===== src/rtl/regfile_issue_pkg.sv =====
// Shared sizing and op encoding for the operand-issue stage and the add/sub ALU.
package regfile_issue_pkg;
   localparam int WIDTH = 8;
   localparam int NREGS = 4;
   localparam int AW    = 2;

   localparam logic OP_ADD = 1'b0;
   localparam logic OP_SUB = 1'b1;
endpackage


===== src/rtl/regfile_core.sv =====
// Register array: two combinational read ports with write-back bypass, one write port.
module regfile_core
   import regfile_issue_pkg::*;
(
   input  logic             clk,
   input  logic             rst,
   input  logic [AW-1:0]    rd_addr_a,
   input  logic [AW-1:0]    rd_addr_b,
   output logic [WIDTH-1:0] rd_data_a,
   output logic [WIDTH-1:0] rd_data_b,
   input  logic             wr_en,
   input  logic [AW-1:0]    wr_addr,
   input  logic [WIDTH-1:0] wr_data
);
   logic [WIDTH-1:0] regs [NREGS];

   always_ff @(posedge clk or posedge rst) begin
      if (rst) begin
         for (int i = 0; i < NREGS; i++) regs[i] <= '0;
      end else if (wr_en) begin
         regs[wr_addr] <= wr_data;
      end
   end

   // A write landing this cycle is forwarded so the issued operand is never stale.
   always_comb begin
      rd_data_a = (wr_en && wr_addr == rd_addr_a) ? wr_data : regs[rd_addr_a];
      rd_data_b = (wr_en && wr_addr == rd_addr_b) ? wr_data : regs[rd_addr_b];
   end
endmodule


===== src/rtl/regfile_issue.sv =====
// Operand-issue stage: scoreboarded register reads, registered operands to the ALU.
module regfile_issue
   import regfile_issue_pkg::*;
(
   input  logic             clk,
   input  logic             rst,
   input  logic             issue_valid,
   output logic             issue_ready,
   input  logic [AW-1:0]    issue_rs_a,
   input  logic [AW-1:0]    issue_rs_b,
   input  logic [AW-1:0]    issue_rd,
   input  logic             issue_op,
   output logic             out_valid,
   input  logic             out_ready,
   output logic [WIDTH-1:0] out_a,
   output logic [WIDTH-1:0] out_b,
   output logic             out_op,
   output logic [AW-1:0]    out_rd,
   input  logic             wb_en,
   input  logic [AW-1:0]    wb_addr,
   input  logic [WIDTH-1:0] wb_data,
   output logic [NREGS-1:0] pending
);
   logic [WIDTH-1:0] rd_a, rd_b;
   logic             hazard, accept;
   logic             vld_p0;
   logic [WIDTH-1:0] a_p0, b_p0;
   logic             op_p0;
   logic [AW-1:0]    rd_p0;
   logic [NREGS-1:0] pend_p0, pend_nxt;

   // A pending bit being cleared by this cycle's write-back no longer blocks issue.
   function automatic logic busy(input logic [NREGS-1:0] p, input logic [AW-1:0] r,
                                 input logic clr, input logic [AW-1:0] clr_addr);
      return p[r] && !(clr && clr_addr == r);
   endfunction

   always_comb begin
      hazard = busy(pend_p0, issue_rs_a, wb_en, wb_addr) ||
               busy(pend_p0, issue_rs_b, wb_en, wb_addr) ||
               busy(pend_p0, issue_rd,   wb_en, wb_addr);
   end

   assign issue_ready = (!vld_p0 || out_ready) && !hazard;
   assign accept      = issue_valid && issue_ready;

   // Set after clear: a newly issued destination stays pending.
   always_comb begin
      pend_nxt = pend_p0;
      if (wb_en)  pend_nxt[wb_addr]  = 1'b0;
      if (accept) pend_nxt[issue_rd] = 1'b1;
   end

   regfile_core u_core (
      .clk       (clk),
      .rst       (rst),
      .rd_addr_a (issue_rs_a),
      .rd_addr_b (issue_rs_b),
      .rd_data_a (rd_a),
      .rd_data_b (rd_b),
      .wr_en     (wb_en),
      .wr_addr   (wb_addr),
      .wr_data   (wb_data)
   );

   // Stage p0: operand register presented to the ALU
   always_ff @(posedge clk or posedge rst) begin
      if (rst) begin
         vld_p0  <= 1'b0;
         pend_p0 <= '0;
         a_p0    <= '0;
         b_p0    <= '0;
         op_p0   <= 1'b0;
         rd_p0   <= '0;
      end else begin
         pend_p0 <= pend_nxt;
         if (accept) begin
            vld_p0 <= 1'b1;
            a_p0   <= rd_a;
            b_p0   <= rd_b;
            op_p0  <= issue_op;
            rd_p0  <= issue_rd;
         end else if (out_ready) begin
            vld_p0 <= 1'b0;
         end
      end
   end

   assign out_valid = vld_p0;
   assign out_a     = a_p0;
   assign out_b     = b_p0;
   assign out_op    = op_p0;
   assign out_rd    = rd_p0;
   assign pending   = pend_p0;
endmodule


===== config.mk =====
export PLATFORM = sky130hd
export DESIGN_NAME = regfile_issue
export DESIGN_NICKNAME = d
export VERILOG_FILES = /design/src/rtl/regfile_issue_pkg.sv /design/src/rtl/regfile_core.sv /design/src/rtl/regfile_issue.sv
export SDC_FILE = /design/constraint.sdc
export NUM_CORES = 1
export LEC_CHECK = 0
export ABC_AREA = 1
export BUFFER_PORTS_ARGS = -buffer_cell sky130_fd_sc_hd__buf_4
export CORE_MARGIN = 2
export CORE_UTILIZATION = 61
export CTS_CLUSTER_SIZE = 24
export DETAILED_ROUTE_END_ITERATION = 12
export GPL_ROUTABILITY_DRIVEN = 0
export MAX_ROUTING_LAYER = met4
export PLACE_DENSITY = 0.85
export REMOVE_ABC_BUFFERS = 1
export SLEW_MARGIN = 0
export SYNTH_ARGS = -nofsm -noshare
export SYNTH_HDL_FRONTEND = slang
export SYNTH_SLANG_ARGS = --single-unit

===== constraint.sdc =====
create_clock -name clk -period 3.25 [get_ports clk]
set_input_delay 0.325 -clock clk [delete_from_list [all_inputs] [get_ports clk]]
set_output_delay 0.325 -clock clk [all_outputs]
set_load 0.05 [all_outputs]

# Yosys cells after proc, flatten, opt, wreduce, memory -nomap -nowiden
# Index checks and enable logic that the tools add are counted.
dict set report classes {
  n_lt_le_gt_ge 10
  n_eq_ne 3
  muxes 25
  bitwise 6
  n_reduce_logical 20
}
# op count
set op_table {}
lappend op_table {{2-to-1 mux 8 bit} 7}
lappend op_table {{binary-select mux 8 bit (select 2 bit)} 2}
lappend op_table {{bitwise mux 32 bit} 1}
lappend op_table {{demux 8 bit (select 2 bit)} 1}
lappend op_table {{less-than comparator 2 x 3 -> 1 bit (second input constant)} 4}
lappend op_table {{logical AND 1 bit} 11}
lappend op_table {{greater-or-equal comparator 3 bit (second input constant)} 3}
lappend op_table {{NOT 2 -> 3 bit} 3}
lappend op_table {{2-to-1 mux 4 bit} 2}
lappend op_table {{2-to-1 mux 1 bit} 7}
lappend op_table {{binary-select mux 1 bit (select 2 bit)} 3}
lappend op_table {{equality test 2 bit} 3}
lappend op_table {{zero test 1 bit} 5}
lappend op_table {{bitwise AND 4 bit} 1}
lappend op_table {{demux 1 bit (select 2 bit)} 2}
lappend op_table {{greater-or-equal comparator 2 x 1 -> 1 bit (second input constant)} 2}
lappend op_table {{NOT 4 bit} 1}
lappend op_table {{bitwise OR 4 bit} 1}
lappend op_table {{logical OR 1 bit} 3}
lappend op_table {{less-than comparator 3 x 1 -> 1 bit (second input constant)} 1}
lappend op_table {{nonzero test 2 bit} 1}
dict set report word_totals {
  ff_bits 56
  in_bits 22
  output_inout_bits 25
  wordCells 74
}

# Depth between registers and ports, before layout
dict set report depth {
  depth_word 10
  ltp_mapped 13
  depth_no_buf 11
}

# Hierarchy
# From an unflattened synthesis, not the netlist that was laid out.
dict set report hier_totals {
  cells_unflattened 534
  hier_area_um2 3547.2
}
# module n_inst cells_each area_per_inst_um2 seq_area_each_um2
set modules_own_cells {}
lappend modules_own_cells {regfile_core 1 337 2142.1 800.8}
lappend modules_own_cells {regfile_issue 1 197 1405.1 600.6}

# Worst setup path after synthesis
# No wires, ideal clock.
dict set report synth_timing {
  kind {register to output}
  from {reg pend_p0[1], in the netlist pending[1]}
  to {out issue_ready}
  arrival_time_ps 1364
  required_ps 2925
  setup_slack_ps 1561
  stages_incl_launch_ff 9
  path_buffers 1
  cell_sequence {dfrtp_1 inv_1 nand2_1 nand3_1 nand2_1 nand2_1 nand2_2 nor2_8 buf_6}
}
dict set report synth_via {
  elab_chain_len 7
  word_cells_on_any_way 13
  cone_classes {mux (6); reduce/logical (7)}
}
# item line_no
set synth_lines {}
lappend synth_lines {{start: declaration} regfile_issue.sv:30} ;# logic [NREGS-1:0] pend_p0, pend_nxt;
lappend synth_lines {{start signal: assignment} regfile_issue.sv:76} ;# pend_p0 <= pend_nxt;
lappend synth_lines {{binary-select mux 1 bit (select 2 bit)} regfile_issue.sv:35} ;# return p[r] && !(clr && clr_addr == r);
lappend synth_lines {{2-to-1 mux 1 bit (implied by the code)} regfile_issue.sv:35}
lappend synth_lines {{logical AND 1 bit} regfile_issue.sv:35}
lappend synth_lines {{logical OR 1 bit} regfile_issue.sv:39} ;# hazard = busy(pend_p0, issue_rs_a, wb_en, wb_addr) ||
lappend synth_lines {{logical OR 1 bit (*)} regfile_issue.sv:40} ;# busy(pend_p0, issue_rs_b, wb_en, wb_addr) ||
lappend synth_lines {{zero test 1 bit (*)} regfile_issue.sv:44} ;# assign issue_ready = (!vld_p0 || out_ready) && !hazard;
lappend synth_lines {{logical AND 1 bit (*)} regfile_issue.sv:44}
lappend synth_lines {{end: declaration} regfile_issue.sv:8} ;# output logic issue_ready,
# Mark *: on every way between the ends. The rest lies on a longest branch, timed or not. The select of a mux whose other input is x is not followed.

# Final worst setup path
dict set report layout_timing {
  from {in issue_rs_b[0]}
  to {out issue_ready}
}
dict set report layout_via {
  elab_chain_len 8
  word_cells_on_any_way 10
  cone_classes {eq/ne (1); mux (2); reduce/logical (7)}
}
# item line_no
set layout_lines {}
lappend layout_lines {{start: declaration} regfile_issue.sv:10} ;# input logic [AW-1:0] issue_rs_b,
lappend layout_lines {{equality test 2 bit} regfile_issue.sv:35}
lappend layout_lines {{logical AND 1 bit} regfile_issue.sv:35}
lappend layout_lines {{zero test 1 bit} regfile_issue.sv:35}
lappend layout_lines {{logical AND 1 bit (*)} regfile_issue.sv:35}
lappend layout_lines {{logical OR 1 bit (*)} regfile_issue.sv:39}
lappend layout_lines {{logical OR 1 bit (*)} regfile_issue.sv:40}
lappend layout_lines {{zero test 1 bit (*)} regfile_issue.sv:44}
lappend layout_lines {{logical AND 1 bit (*)} regfile_issue.sv:44}
# Marks and branches as above.

==> impl_results.md <==
* Hold Path Stages at 3
* CTS tree: yes
* Cts repair resizes at 0
* Die area at 5630 µm²
* EDFF count, synth at 0
* Adder-Cell Fraction of Synth Area at 0%
* Syn Area/Cell at 7.29 µm²
* Max FO, Critical Path at 25
* Reg2Reg Depth at 10
* IR drop worst, VDD at 377 µV
* Placed Cells incl. Taps at 513
* Hold buffer count at CTS at 0
* Worst EP required at 2.92 ns
* CTS Sinks at 56
* Drt total wl at 7.39 mm
* Clock Latency Late Sink at 0.31 ns
* Flop2flop setup slack at 1.58 ns
* RSZ-0062 raised after global routing: false
* CP Launch Type: input pin
* Final Non-Filler Cells at 521
* Die Span Y at 75.0 µm
* Clock transition at path regs at 0.09 ns
* DR vias at 2,868
* Pwr dens at 765 nW/µm²
* Worst Setup End Kind: output port
* Min-Delay Endpoint: out_op
* Grt ovf at 0
* Gate Count Post-Synth at 422
* Worst-Margin Slew at 1.13 ns
* Seq cells post-synth at 56
* Utilization after layout at 72.3%
* Crit path kind: in -> out
* Critical Path AT at 1.96 ns
* CTS Buf Count at 5
* Synthesis warning total at 0
* Via/cell ratio at 5.50
* Max-slew headroom at 24.7%
* Layout cells sized above 1 at 15.6%
* Num rows at 25
* Antenna-violating nets left at 0
* Post-CTS Setup Repair Bufs at 0
* Final setup fails at 0
* Final TNS setup at 0 ns
* Clock skew at 0.00976 ns
* Number of remaining DRC errors at 0
* HP Class: in -> reg
* Max Freq at 437 MHz
* Largest net degree at the start of global routing at 57
* IO buf count at 46
* Count of final max-slew check failures at 0
* Worst reg2reg path endpoint: out_rd[0]
* Post-synthesis compound-gate area fraction at 7.81%
* Final min period at 2.29 ns
* CTS root buf: clkbuf_8
* Hold violation count in the final report at 0
* Mux cell area share after synthesis at 0%
* P&R area growth vs syn at 12.5%
* IO Count at 47
* Largest family of logic cells by synthesized area: simple AND/OR/NAND/NOR gates
* Total power draw at 2.65 mW
* Asr flop ratio synth at 100%
* Vias in the first global route at 2,549
* Clk buf depth at 2
* Routed WL per cell at 14.2 µm
* Initial DRC Count at 309
* Critical R2R Launch: pending[0]
* Initial antenna violation count at 0
* Fillers at 424
* Cell variety after synth at 18
* Wire length of the first global-routing pass at 12.2 mm
* Status: finished, final reports clean
* DP HPWL at 5.27 mm
* Tot GR Track Use at 29.4%
* Sequential share of the synthesized area at 45.5%
* H-tree level count at 2
* ANT cells at 0
* Max-cap violations at 0
* Initial Utilization at 64.3%
* Hold path startpoint: issue_op
* Period utilisation layout at 70.4%
* Core area at 4790 µm²
* Post-Synth XOR/XNOR Area at 0.285%
* Die W at 75.0 µm
* Drt pass-1 iters at 5
* Total Nets Final at 475
* Synth Flop Type: dfrtp_1
* Leakage power at 1.83 nW
* Synth Cell Area at 3080 µm²
* Post-Synth Simple-Gate Area at 39.0%
==> per-stage QoR <==
step	hold slack (ns)	setup WS, ns	cell area, µm²
6_report	0.257	0.963	3460
5_1_grt	0.262	0.828	3460
4_1_cts	0.261	0.994	3460
3_5_place_dp	0.459	0.997	3370
3_3_place_gp	0.456	1.08	3370
2_1_floorplan	0.463	1.42	2940
==> per-layer routing <==
| layer | track usage [%] | up-vias | part of all wire, % |
|---|---|---|---|
| met5 | - | - | 0 |
| met4 | 7.14 | 0 | 1.7 |
| met3 | 4.02 | 20 | 5.9 |
| met2 | 45.3 | 111 | 47 |
| met1 | 41.5 | 1312 | 46 |
| li1 | - | 1425 | - |
==> Yosys cell counts, types with 2 or more instances <==
library cell	count	area share [%]
nand2_1	177	22
nand3_1	78	13
dfrtp_1	56	46
o21ai_0	48	7.8
inv_1	19	2.3
clkbuf_1	9	1.1
nand2_2	8	1.6
buf_6	6	2.2
inv_2	4	0.49
buf_2	3	0.49
nor2_1	3	0.37
buf_1	2	0.24
buf_4	2	0.49
nand2_4	2	0.73
nand3_4	2	1.1
==> placed cells by master, fill, tap and decap left out, types with 2 or more instances in the layout <==
cell type,count
nand2_1,177
nand3_1,78
dfrtp_1,56
o21ai_0,48
buf_4,46
inv_1,18
nand2_2,8
clkbuf_8,6
inv_2,5
nor2_1,3
nand3_4,2
nand2_4,2
==> critical path: stages <==
cell     delay (ns)
buf_4          0.19
inv_2          0.28
nand2_1        0.11
nand2_1        0.11
nand3_4        0.18
nand2_2        0.12
nand2_2        0.09
nor2_8         0.28
buf_4          0.27
==> worst max-delay path by stage <==
stage / slack, ns / end / cells after the start / startpoint
after floorplan: 1.42 / out_a[0] / 10 / pending[0]
after global placement: 1.08 / issue_ready / 9 / issue_rs_b[0]
after detailed placement: 1.0 / issue_ready / 9 / issue_rs_b[0]
after CTS: 0.99 / issue_ready / 9 / issue_rs_b[0]
after global routing: 0.83 / issue_ready / 9 / issue_rs_b[0]
final: 0.96 / issue_ready / 9 / issue_rs_b[0]
==> area by class of cell <==
cell class	count	area, µm²	share of cell area, %
tap	67	83.8	2.42
sequential	56	1400	40.5
multi-input combinational	321	1450	41.9
clock buffer	7	86.3	2.49
timing repair buffer	46	345	9.98
inverter	23	86.3	2.49
clock inverter	1	7.51	0.217
==> flip-flops by register name, indices dropped and copies added (netlist names) <==
register and count:
out_rd 2, out_b 8, pending 4, out_a 8, out_valid 1, out_op 1, u_core.regs 32
==> power breakdown <==
part | switching (mW) | internal [mW]
Combinational | 0.866 | 0.355
Sequential | 0.143 | 0.890
Clock | 0.219 | 0.174
Total | 1.23 | 1.42
==> cell families (layout without fill, tap and decap cells) <==
family / after synthesis / in the layout
simple gates: 272 / 272
compound gates: 48 / 48
buf+inv: 45 / 77
xor+xnor: 1 / 1
flops: 56 / 56
Power figures use the tool's default switching activity.
